## config.mk

```make
export PLATFORM = sky130hd
export DESIGN_NAME = imem_boot_loader_flat
export DESIGN_NICKNAME = d
export VERILOG_FILES = /design/src/rtl/imem_boot_loader_if.sv /design/src/rtl/imem_boot_loader.sv /design/src/flat_wrapper.sv
export SDC_FILE = /design/constraint.sdc
export NUM_CORES = 1
export LEC_CHECK = 0
export ABC_AREA = 1
export CAP_MARGIN = 20
export CELL_PAD_IN_SITES_DETAIL_PLACEMENT = 0
export CELL_PAD_IN_SITES_GLOBAL_PLACEMENT = 1
export CORE_UTILIZATION = 40
export CTS_CLUSTER_DIAMETER = 60
export DETAILED_ROUTE_END_ITERATION = 8
export GPL_TIMING_DRIVEN = 0
export PLACE_DENSITY_LB_ADDON = 0.1
export SETUP_SLACK_MARGIN = 0.3
export SLEW_MARGIN = 20
export SYNTH_ARGS = -nofsm -noshare
export SYNTH_HDL_FRONTEND = slang
export SYNTH_SLANG_ARGS = --single-unit
```

## constraint.sdc

```tcl
create_clock -name clk -period 1.97 [get_ports clk]
set_input_delay 0.2955 -clock clk [delete_from_list [all_inputs] [get_ports clk]]
set_output_delay 0.2955 -clock clk [all_outputs]
set_load 0.05 [all_outputs]
```

## src/rtl/imem_boot_loader_if.sv

```systemverilog
// Byte-link and instruction-memory write port bundle for imem_boot_loader.
// master = the loader, slave = the surrounding link/memory environment.
interface imem_boot_loader_if #(
    parameter int ADDR_WIDTH = 8
);
    logic                  in_valid;
    logic [7:0]            in_data;
    logic                  in_ready;
    logic                  imem_we;
    logic [ADDR_WIDTH-1:0] imem_addr;
    logic [31:0]           imem_wdata;

    modport master (
        input  in_valid, in_data,
        output in_ready, imem_we, imem_addr, imem_wdata
    );

    modport slave (
        output in_valid, in_data,
        input  in_ready, imem_we, imem_addr, imem_wdata
    );
endinterface

```

## src/rtl/imem_boot_loader.sv

```systemverilog
// Boot loader: turns a length-prefixed byte frame into big-endian 32-bit imem writes
// and holds the CPU until the program is in. Optional checksum byte: IMEM_LOADER_CHECKSUM_EN.
//
// state  | meaning
// IDLE   | after reset, waiting for start
// LEN_HI | expecting word-count high byte
// LEN_LO | expecting word-count low byte, length validated here
// DATA   | collecting payload bytes, one imem write per 4 bytes
// CHK    | expecting XOR checksum byte (checksum build only)
// DONE   | program loaded, CPU released
// ERR    | load aborted, CPU held
module imem_boot_loader #(
    parameter int ADDR_WIDTH = 8,
    parameter int MAX_WORDS  = 256
) (
    input  logic                  clk,
    input  logic                  reset,
    input  logic                  start,
    imem_boot_loader_if.master    bus,
    output logic                  cpu_hold,
    output logic                  done,
    output logic                  error,
    output logic [ADDR_WIDTH:0]   word_count
);
    localparam int          CW    = ADDR_WIDTH + 1;
    localparam logic [16:0] MAX_W = 17'(MAX_WORDS);

    typedef enum logic [2:0] {
        S_IDLE, S_LEN_HI, S_LEN_LO, S_DATA, S_CHK, S_DONE, S_ERR
    } state_t;

    state_t                state_q, state_d;
    logic [7:0]            len_hi_q, len_hi_d;
    logic [15:0]           len_q, len_d;
    logic [1:0]            byte_idx_q, byte_idx_d;
    logic [31:0]           word_q, word_d;
    logic [CW-1:0]         word_count_q, word_count_d;
    logic                  imem_we_q, imem_we_d;
    logic [ADDR_WIDTH-1:0] imem_addr_q, imem_addr_d;
    logic [31:0]           imem_wdata_q, imem_wdata_d;
    logic                  in_ready_q, in_ready_d;
    logic                  done_q, done_d;
    logic                  error_q, error_d;
    logic                  cpu_hold_q, cpu_hold_d;
    logic [7:0]            chk_q, chk_d;
    logic                  xfer;
    logic [CW-1:0]         wc_inc;

    assign xfer   = bus.in_valid && in_ready_q;
    assign wc_inc = word_count_q + 1'b1;

    always_comb begin
        state_d      = state_q;
        len_hi_d     = len_hi_q;
        len_d        = len_q;
        byte_idx_d   = byte_idx_q;
        word_d       = word_q;
        word_count_d = word_count_q;
        imem_we_d    = 1'b0;
        imem_addr_d  = imem_addr_q;
        imem_wdata_d = imem_wdata_q;
        chk_d        = chk_q;
        case (state_q)
            S_IDLE, S_DONE, S_ERR: begin
                if (start) begin
                    state_d      = S_LEN_HI;
                    word_count_d = '0;
                    chk_d        = 8'h00;
                end
            end
            S_LEN_HI: begin
                if (xfer) begin
                    len_hi_d = bus.in_data;
                    state_d  = S_LEN_LO;
                end
            end
            S_LEN_LO: begin
                if (xfer) begin
                    len_d        = {len_hi_q, bus.in_data};
                    byte_idx_d   = 2'd0;
                    word_count_d = '0;
                    if (len_d == 16'd0 || {1'b0, len_d} > MAX_W) state_d = S_ERR;
                    else                                          state_d = S_DATA;
                end
            end
            S_DATA: begin
                if (xfer) begin
                    word_d     = {word_q[23:0], bus.in_data};
                    chk_d      = chk_q ^ bus.in_data;
                    byte_idx_d = byte_idx_q + 2'd1;
                    if (byte_idx_q == 2'd3) begin
                        imem_we_d    = 1'b1;
                        imem_addr_d  = word_count_q[ADDR_WIDTH-1:0];
                        imem_wdata_d = word_d;
                        word_count_d = wc_inc;
                        if (16'(wc_inc) == len_q) begin
`ifdef IMEM_LOADER_CHECKSUM_EN
                            state_d = S_CHK;
`else
                            state_d = S_DONE;
`endif
                        end
                    end
                end
            end
            S_CHK: begin
                if (xfer) state_d = (bus.in_data == chk_q) ? S_DONE : S_ERR;
            end
            default: state_d = S_IDLE;
        endcase

        // Status outputs are decoded from the next state so they register alongside it.
        in_ready_d = (state_d == S_LEN_HI) || (state_d == S_LEN_LO) ||
                     (state_d == S_DATA)   || (state_d == S_CHK);
        done_d     = (state_d == S_DONE);
        error_d    = (state_d == S_ERR);
        cpu_hold_d = (state_d != S_DONE);
    end

    always_ff @(posedge clk) begin
        if (reset) begin
            state_q      <= S_IDLE;
            len_hi_q     <= 8'h00;
            len_q        <= 16'h0000;
            byte_idx_q   <= 2'd0;
            word_q       <= 32'h0;
            word_count_q <= '0;
            imem_we_q    <= 1'b0;
            imem_addr_q  <= '0;
            imem_wdata_q <= 32'h0;
            in_ready_q   <= 1'b0;
            done_q       <= 1'b0;
            error_q      <= 1'b0;
            cpu_hold_q   <= 1'b1;
            chk_q        <= 8'h00;
        end else begin
            state_q      <= state_d;
            len_hi_q     <= len_hi_d;
            len_q        <= len_d;
            byte_idx_q   <= byte_idx_d;
            word_q       <= word_d;
            word_count_q <= word_count_d;
            imem_we_q    <= imem_we_d;
            imem_addr_q  <= imem_addr_d;
            imem_wdata_q <= imem_wdata_d;
            in_ready_q   <= in_ready_d;
            done_q       <= done_d;
            error_q      <= error_d;
            cpu_hold_q   <= cpu_hold_d;
            chk_q        <= chk_d;
        end
    end

    assign bus.in_ready   = in_ready_q;
    assign bus.imem_we    = imem_we_q;
    assign bus.imem_addr  = imem_addr_q;
    assign bus.imem_wdata = imem_wdata_q;
    assign cpu_hold       = cpu_hold_q;
    assign done           = done_q;
    assign error          = error_q;
    assign word_count     = word_count_q;
endmodule

```

## src/flat_wrapper.sv

```systemverilog
// flat-port wrapper written by rule: the top's interface ports become plain ports
module imem_boot_loader_flat 
#(
    parameter int ADDR_WIDTH = 8,
    parameter int MAX_WORDS  = 256
)
  (clk, reset, start, cpu_hold, done, error, word_count, bus_in_valid, bus_in_data, bus_in_ready, bus_imem_we, bus_imem_addr, bus_imem_wdata);
  imem_boot_loader_if #(.ADDR_WIDTH(ADDR_WIDTH)) bus_i ();
  input  logic clk;
  input  logic reset;
  input  logic start;
  output logic cpu_hold;
  output logic done;
  output logic error;
  output logic [ADDR_WIDTH:0] word_count;
  input wire logic [$bits(bus_i.in_valid)-1:0] bus_in_valid;
  input wire logic [$bits(bus_i.in_data)-1:0] bus_in_data;
  output wire logic [$bits(bus_i.in_ready)-1:0] bus_in_ready;
  output wire logic [$bits(bus_i.imem_we)-1:0] bus_imem_we;
  output wire logic [$bits(bus_i.imem_addr)-1:0] bus_imem_addr;
  output wire logic [$bits(bus_i.imem_wdata)-1:0] bus_imem_wdata;
  assign bus_i.in_valid = bus_in_valid;
  assign bus_i.in_data = bus_in_data;
  assign bus_in_ready = bus_i.in_ready;
  assign bus_imem_we = bus_i.imem_we;
  assign bus_imem_addr = bus_i.imem_addr;
  assign bus_imem_wdata = bus_i.imem_wdata;
  imem_boot_loader #(.ADDR_WIDTH(ADDR_WIDTH), .MAX_WORDS(MAX_WORDS)) u_core (.clk(clk), .reset(reset), .start(start), .bus(bus_i), .cpu_hold(cpu_hold), .done(done), .error(error), .word_count(word_count));
endmodule
```

# ---- Word level (Yosys, flattened, before mapping)
# Index checks and enable logic that the tools add are counted.
dict set report word_totals {
  reg_bits 115
  latchBits 0
  mem_bits_rw 0
  mem_bits_ro 0
  in_bits 12
  word_cells 81
  mem_count 0
}
dict set report op_classes {
  n_addsub 2
  n_mul 0
  n_div 0
  n_lt_le_gt_ge 1
  n_eq_ne 20
  shift 0
  n_mux 22
  bitwise_logic 3
  reduce_logical 19
}
# cell n
set op_table {}
lappend op_table {{9-bit 2-to-1 mux} 4}
lappend op_table {{9-bit one-hot mux with 3 select lines} 1}
lappend op_table {{3-bit 2-to-1 mux} 8}
lappend op_table {{3-bit equality test, second input constant} 6}
lappend op_table {{9-bit by 16-bit equality test with 1-bit output} 1}
lappend op_table {{16-bit by 9-bit > comparator with 1-bit output, second input constant} 1}
lappend op_table {{16-bit zero test} 1}
lappend op_table {{8-bit 2-to-1 mux} 2}
lappend op_table {{8-bit one-hot mux with 2 select lines} 1}
lappend op_table {{3-bit one-hot mux with 5 select lines} 1}
lappend op_table {{3-bit by 2-bit equality test with 1-bit output, second input constant} 4}
lappend op_table {{9-bit by 1-bit adder with 9-bit output, second input constant} 1}
lappend op_table {{3-bit AND reduction} 3}
lappend op_table {{8-bit equality test} 1}
lappend op_table {{8-bit bitwise XOR} 1}
lappend op_table {{3-bit by 1-bit equality test with 1-bit output, second input constant} 2}
lappend op_table {{2-bit 2-to-1 mux} 3}
lappend op_table {{2-bit by 1-bit inequality test with 1-bit output, second input constant} 3}
lappend op_table {{2-bit AND reduction} 3}
lappend op_table {{3-bit OR reduction} 2}
lappend op_table {{5-bit AND reduction} 1}
lappend op_table {{1-bit logical OR} 4}
lappend op_table {{2-bit one-hot mux with 2 select lines} 1}
lappend op_table {{2-bit nonzero test} 2}
lappend op_table {{9 further kinds} 10}

# ---- Longest topological paths before layout
dict set report logic_depth {
  ltp_word 10
  depth_mapped 15
  ltp_nobuf 15
}

# ---- Worst setup path before layout
# Ideal clock, no wire load.
dict set report synth_timing {
  kind {register to register}
  start {reg u_core.word_count_q[1], in the netlist u_core.word_count[1]}
  end {reg u_core.in_ready_q, in the netlist u_core.bus.in_ready}
  setup_ps 113
  arrival_time_ps 2065
  required_time_ps 1857
  setup_slack_ps -208
  stages_incl_launch_ff 13
  n_path_buf 0
  synth_period_minus_slack_ps 2178
  cell_sequence {dfxtp_1 ha_1 nand3_2 nor2_2 nand2_1 nand3_1 nand3_1 nor2_2 nand3_2 o21ai_4 nand2_1 nand2_1 nor2_1}
}
dict set report synth_via {
  elab_chain_cells 10
}
# element line_no
set synth_rtl {}
lappend synth_rtl {{start: declaration} imem_boot_loader.sv:37} ;# logic [CW-1:0] word_count_q, word_count_d;
lappend synth_rtl {{start signal: assignment} imem_boot_loader.sv:142} ;# word_count_q <= word_count_d;
lappend synth_rtl {{9-bit by 1-bit adder with 9-bit output *} imem_boot_loader.sv:50} ;# assign wc_inc = word_count_q + 1'b1;
lappend synth_rtl {{9-bit by 16-bit equality test with 1-bit output *} imem_boot_loader.sv:96} ;# if (16'(wc_inc) == len_q) begin
lappend synth_rtl {{3-bit 2-to-1 mux *} imem_boot_loader.sv:96}
lappend synth_rtl {{3-bit 2-to-1 mux *} imem_boot_loader.sv:91} ;# if (byte_idx_q == 2'd3) begin
lappend synth_rtl {{3-bit 2-to-1 mux *} imem_boot_loader.sv:87} ;# if (xfer) begin
lappend synth_rtl {{3-bit one-hot mux with 5 select lines *} imem_boot_loader.sv:63} ;# case (state_q)
lappend synth_rtl {{3-bit by 1-bit equality test with 1-bit output or 3-bit by 2-bit equality test with 1-bit output (tied branches)} imem_boot_loader.sv:113} ;# in_ready_d = (state_d == S_LEN_HI) || (state_d == S_LEN_LO) ||
lappend synth_rtl {{1-bit logical OR (2 in series)} imem_boot_loader.sv:113}
lappend synth_rtl {{1-bit logical OR *} imem_boot_loader.sv:114} ;# (state_d == S_DATA) || (state_d == S_CHK);
lappend synth_rtl {{end signal: assignment} imem_boot_loader.sv:146} ;# in_ready_q <= in_ready_d;
lappend synth_rtl {{end: declaration} imem_boot_loader.sv:41} ;# logic in_ready_q, in_ready_d;
# Every way passes the cells marked *; elsewhere a longest branch is shown, timed or not.
# A chain may end at the register's enable or synchronous reset.

# ---- Worst setup path in the final report
# Same ends and word-level chain as after synthesis.

==> impl_metrics.json <==
{
  "rsz0062_at_grt": "yes",
  "synth_common_cells": "dfxtp_1 (115), nand2_1 (88), a21oi_1 (73)",
  "cts_htree_levels": 4,
  "synthFlopType": "dfxtp_1",
  "area_growth_pct": 39.09,
  "worstSetupEndpoint": "u_core.bus.in_ready$_SDFF_PP0_",
  "worst_slack_ns": 0.08996,
  "synth_mux_area_frac": 0,
  "end_kind": "register",
  "synth_top_area_cell": "dfxtp_1",
  "track_usage": 0.2272,
  "rr_endpoint": "u_core.bus.in_ready$_SDFF_PP0_",
  "wl_mm": 13.77,
  "finalCriticalPeriod_ns": 1.880,
  "synth_compound_area_frac": 0.2076,
  "cts_buffers": 17,
  "hold_path_class": "primary input to register",
  "finalClockSkew_ns": 0.008974,
  "synth_top_area_share": 0.4847,
  "crit_path_start": "u_core.word_count[1]$_SDFFE_PP0P_",
  "crit_fanout": 5,
  "r2r_setup_slack_ns": 0.09,
  "port_buffers": 64,
  "gp_congestion": 0.8526,
  "seq_area_frac_synth": 0.4847,
  "ys_warn_count": 0,
  "synthAdderAreaFrac": 0.005269,
  "wl_per_cell_um": 15.87,
  "grt_max_degree": 17,
  "fin_util": 0.5737,
  "cts_sinks": 115,
  "violations": "design-rule violations",
  "syn-instance-count": 606,
  "synth_top_family_by_area": "simple AND/OR/NAND/NOR gates",
  "rows": 39,
  "drv_slew": 0,
  "status": "finished with violations",
  "antennaDiodeCount": 0,
  "via_count": 4437,
  "cts-root-buf": "clkbuf_16",
  "dpl_worst_slack_ns": -0.2584,
  "yosys-top-cells-area": "dfxtp_1 (48%), a21oi_1 (7.7%), o21ai_0 (7.6%), nand2_1 (7.0%), nor2_1 (4.3%)",
  "synth_area_per_cell_sq_um": 7.838,
  "ys_types": 37,
  "powerDensity_nw_per_um2": 1105,
  "final_nets": 726,
  "ir_drop_v": 0.0005932,
  "finalHoldViolations": 0,
  "syn-cell-area_sq_um": 4750,
  "synth_edf_count": 0,
  "cp-start-kind": "register",
  "drive_gt1_frac": 0.2317,
  "reg2reg_from": "u_core.word_count[1]$_SDFFE_PP0P_",
  "ys_ff_latch": 115,
  "io_pins": 66,
  "finalSetupTns_ns": 0,
  "clock_path_buffers": 2,
  "clock_latency_ns": 0.41,
  "antenna_found_initial": 0,
  "synthSimpleGateAreaFrac": 0.2115,
  "die_area_sq_um": 12310,
  "setup_viol": 0,
  "rr_worst_depth": 14,
  "async_reset_ff_frac": 0,
  "worst_pin_slew_ns": 0.6987,
  "drt-initial-drc-count": 342,
  "core_sq_um": 11520,
  "synth.most_common_cell": "dfxtp_1",
  "start_util": 0.4124,
  "dieHeight_um": 111.0,
  "clkTransAtPathRegs_ns": 0.05,
  "avgViaCountPerCell": 5.112,
  "overflow": 0,
  "crit_type": "register to register",
  "dpl.cell_count": 813,
  "slew_headroom": 0.5342,
  "place_hpwl_mm": 9.326,
  "worstHoldPathCells": 3,
  "fmax_ghz": 0.5319,
  "die_w_um": 111.0,
  "first_pass_iters": 7,
  "p_total_mw": 7.298,
  "arrival_ns": 2.18,
  "ant_nets": 0,
  "cts_tree": "built",
  "yosys.area_share.xor_xnor": 0.01475,
  "final_cells": 868,
  "maxCapViolations": 0,
  "grt_pass1_wl_mm": 21.41,
  "cp.required_ns": 2.27,
  "synth_nets": 620,
  "fin_crit_sh": 0.9543,
  "grt_pass1_vias": 4092,
  "p_leak_nw": 2.879,
  "drc": 12
}
-- routing by layer --
metal / global-route usage / up-vias / routed length, um
met5: 0 / - / 0
met4: 0.1068 / 0 / 288
met3: 0.05030 / 22 / 466
met2: 0.3673 / 103 / 6794
met1: 0.2878 / 2095 / 6223
li1: - / 2217 / -
-- registers in the layout, indices dropped and copies added (netlist names), 2 cells and up --
| name | count |
|---|---|
| u_core.state_q | 3 |
| u_core.chk_q | 8 |
| u_core.len_q | 16 |
| u_core.bus.imem_wdata | 32 |
| u_core.word_q | 24 |
| u_core.byte_idx_q | 2 |
| u_core.len_hi_q | 8 |
| u_core.bus.imem_addr | 8 |
| u_core.word_count | 9 |
-- per-stage QoR --
stage                     hold slack [ns]  instance area [sq um]
after floorplan                    0.4297                   4777
final                              0.3304                   6606
after global placement             0.4452                   5597
after CTS                          0.3550                   6208
after global routing               0.3564                   6606
after detailed placement           0.4548                   5597
-- cell families (layout without fill, tap and decap cells) --
group                      Yosys count  in the layout
buffers and inverters               89            208
xor gates and xnor gates             8              8
DFF                                115            115
adders and majority gates            2              2
and+or+nand+nor                    216            216
AOI/OAI and AO/OA                  176            176
-- timing repair --
item | CTS | global route
setup endpoints to repair | 151 | 82
setup buffers | 6 | 14
resized for setup | 80 | 96
hold buffers | 0 | 0
gates cloned | 0 | 3
pin swaps | 4 | 14
-- worst max-delay path, stage by stage (launching register included) --
cell,delay (ns)
dfxtp_4,0.36
ha_4,0.28
inv_2,0.03
nand2_1,0.04
nand2_1,0.06
nor2_2,0.11
nand2_1,0.05
nor2_1,0.09
nand3_1,0.09
nor2_2,0.13
nand3_2,0.14
o21ai_4,0.21
nand2_1,0.08
nand2_1,0.05
nor2_1,0.04
-- power by group --
group	switching (mW)	total (mW)	internal (mW)
Sequential	0.128	2.60	2.47
Clock	1.06	3.04	1.98
Combinational	1.01	1.66	0.647
Total	2.20	7.30	5.10
-- area by class of cell --
type,instances,area [sq um]
Clock buffer,22,484.2
Inverter,59,246.5
Sequential cell,115,2328
Multi-Input combinational cell,402,2232
Timing Repair Buffer,87,799.5
Clock inverter,10,105.1
Buffer,30,231.5
Fill cell,1126,4910
Tap cell,143,178.9
-- placed cells by master, fill, tap and decap left out, types with 4 or more instances in the layout --
| cell | Yosys | routed |
|---|---|---|
| nor2_2 | 5 | 12 |
| dlygate4sd2_1 | 0 | 49 |
| o21ai_0 | 72 | 67 |
| buf_4 | 0 | 18 |
| nand2_1 | 88 | 78 |
| buf_2 | 8 | 6 |
| o21ai_1 | 3 | 5 |
| nand3_2 | 4 | 4 |
| dfxtp_4 | 0 | 5 |
| dfxtp_1 | 115 | 104 |
| nand2_4 | 0 | 4 |
| nand3_1 | 40 | 40 |
| a21oi_1 | 73 | 67 |
| xnor2_1 | 8 | 8 |
| nor2_1 | 55 | 46 |
| clkdlybuf4s50_1 | 0 | 8 |
| or2_0 | 7 | 7 |
| nand2_2 | 2 | 8 |
| dfxtp_2 | 0 | 6 |
| clkbuf_1 | 19 | 13 |
| clkbuf_8 | 0 | 4 |
| inv_1 | 50 | 47 |
| clkbuf_16 | 0 | 19 |
| buf_6 | 2 | 8 |
| o21ai_2 | 21 | 23 |
| inv_4 | 1 | 4 |
| a21oi_2 | 0 | 6 |
| inv_2 | 7 | 5 |
| clkinv_2 | 0 | 6 |
-- worst min-delay path by stage --
stage | start | slack, ns | to
after global placement | u_core.len_q[15]$_SDFFE_PP0P_ | 0.45 | u_core.len_q[15]$_SDFFE_PP0P_
after CTS | reset | 0.35 | u_core.bus.imem_we$_SDFF_PP0_
final | bus_in_data[0] | 0.33 | u_core.word_q[0]$_SDFFE_PP0P_
after floorplan | u_core.word_q[22]$_SDFFE_PP0P_ | 0.43 | u_core.bus.imem_wdata[30]$_SDFFE_PP0P_
after detailed placement | u_core.len_q[15]$_SDFFE_PP0P_ | 0.45 | u_core.len_q[15]$_SDFFE_PP0P_
after global routing | bus_in_data[0] | 0.36 | u_core.word_q[0]$_SDFFE_PP0P_
Power figures use the tool's default switching activity.
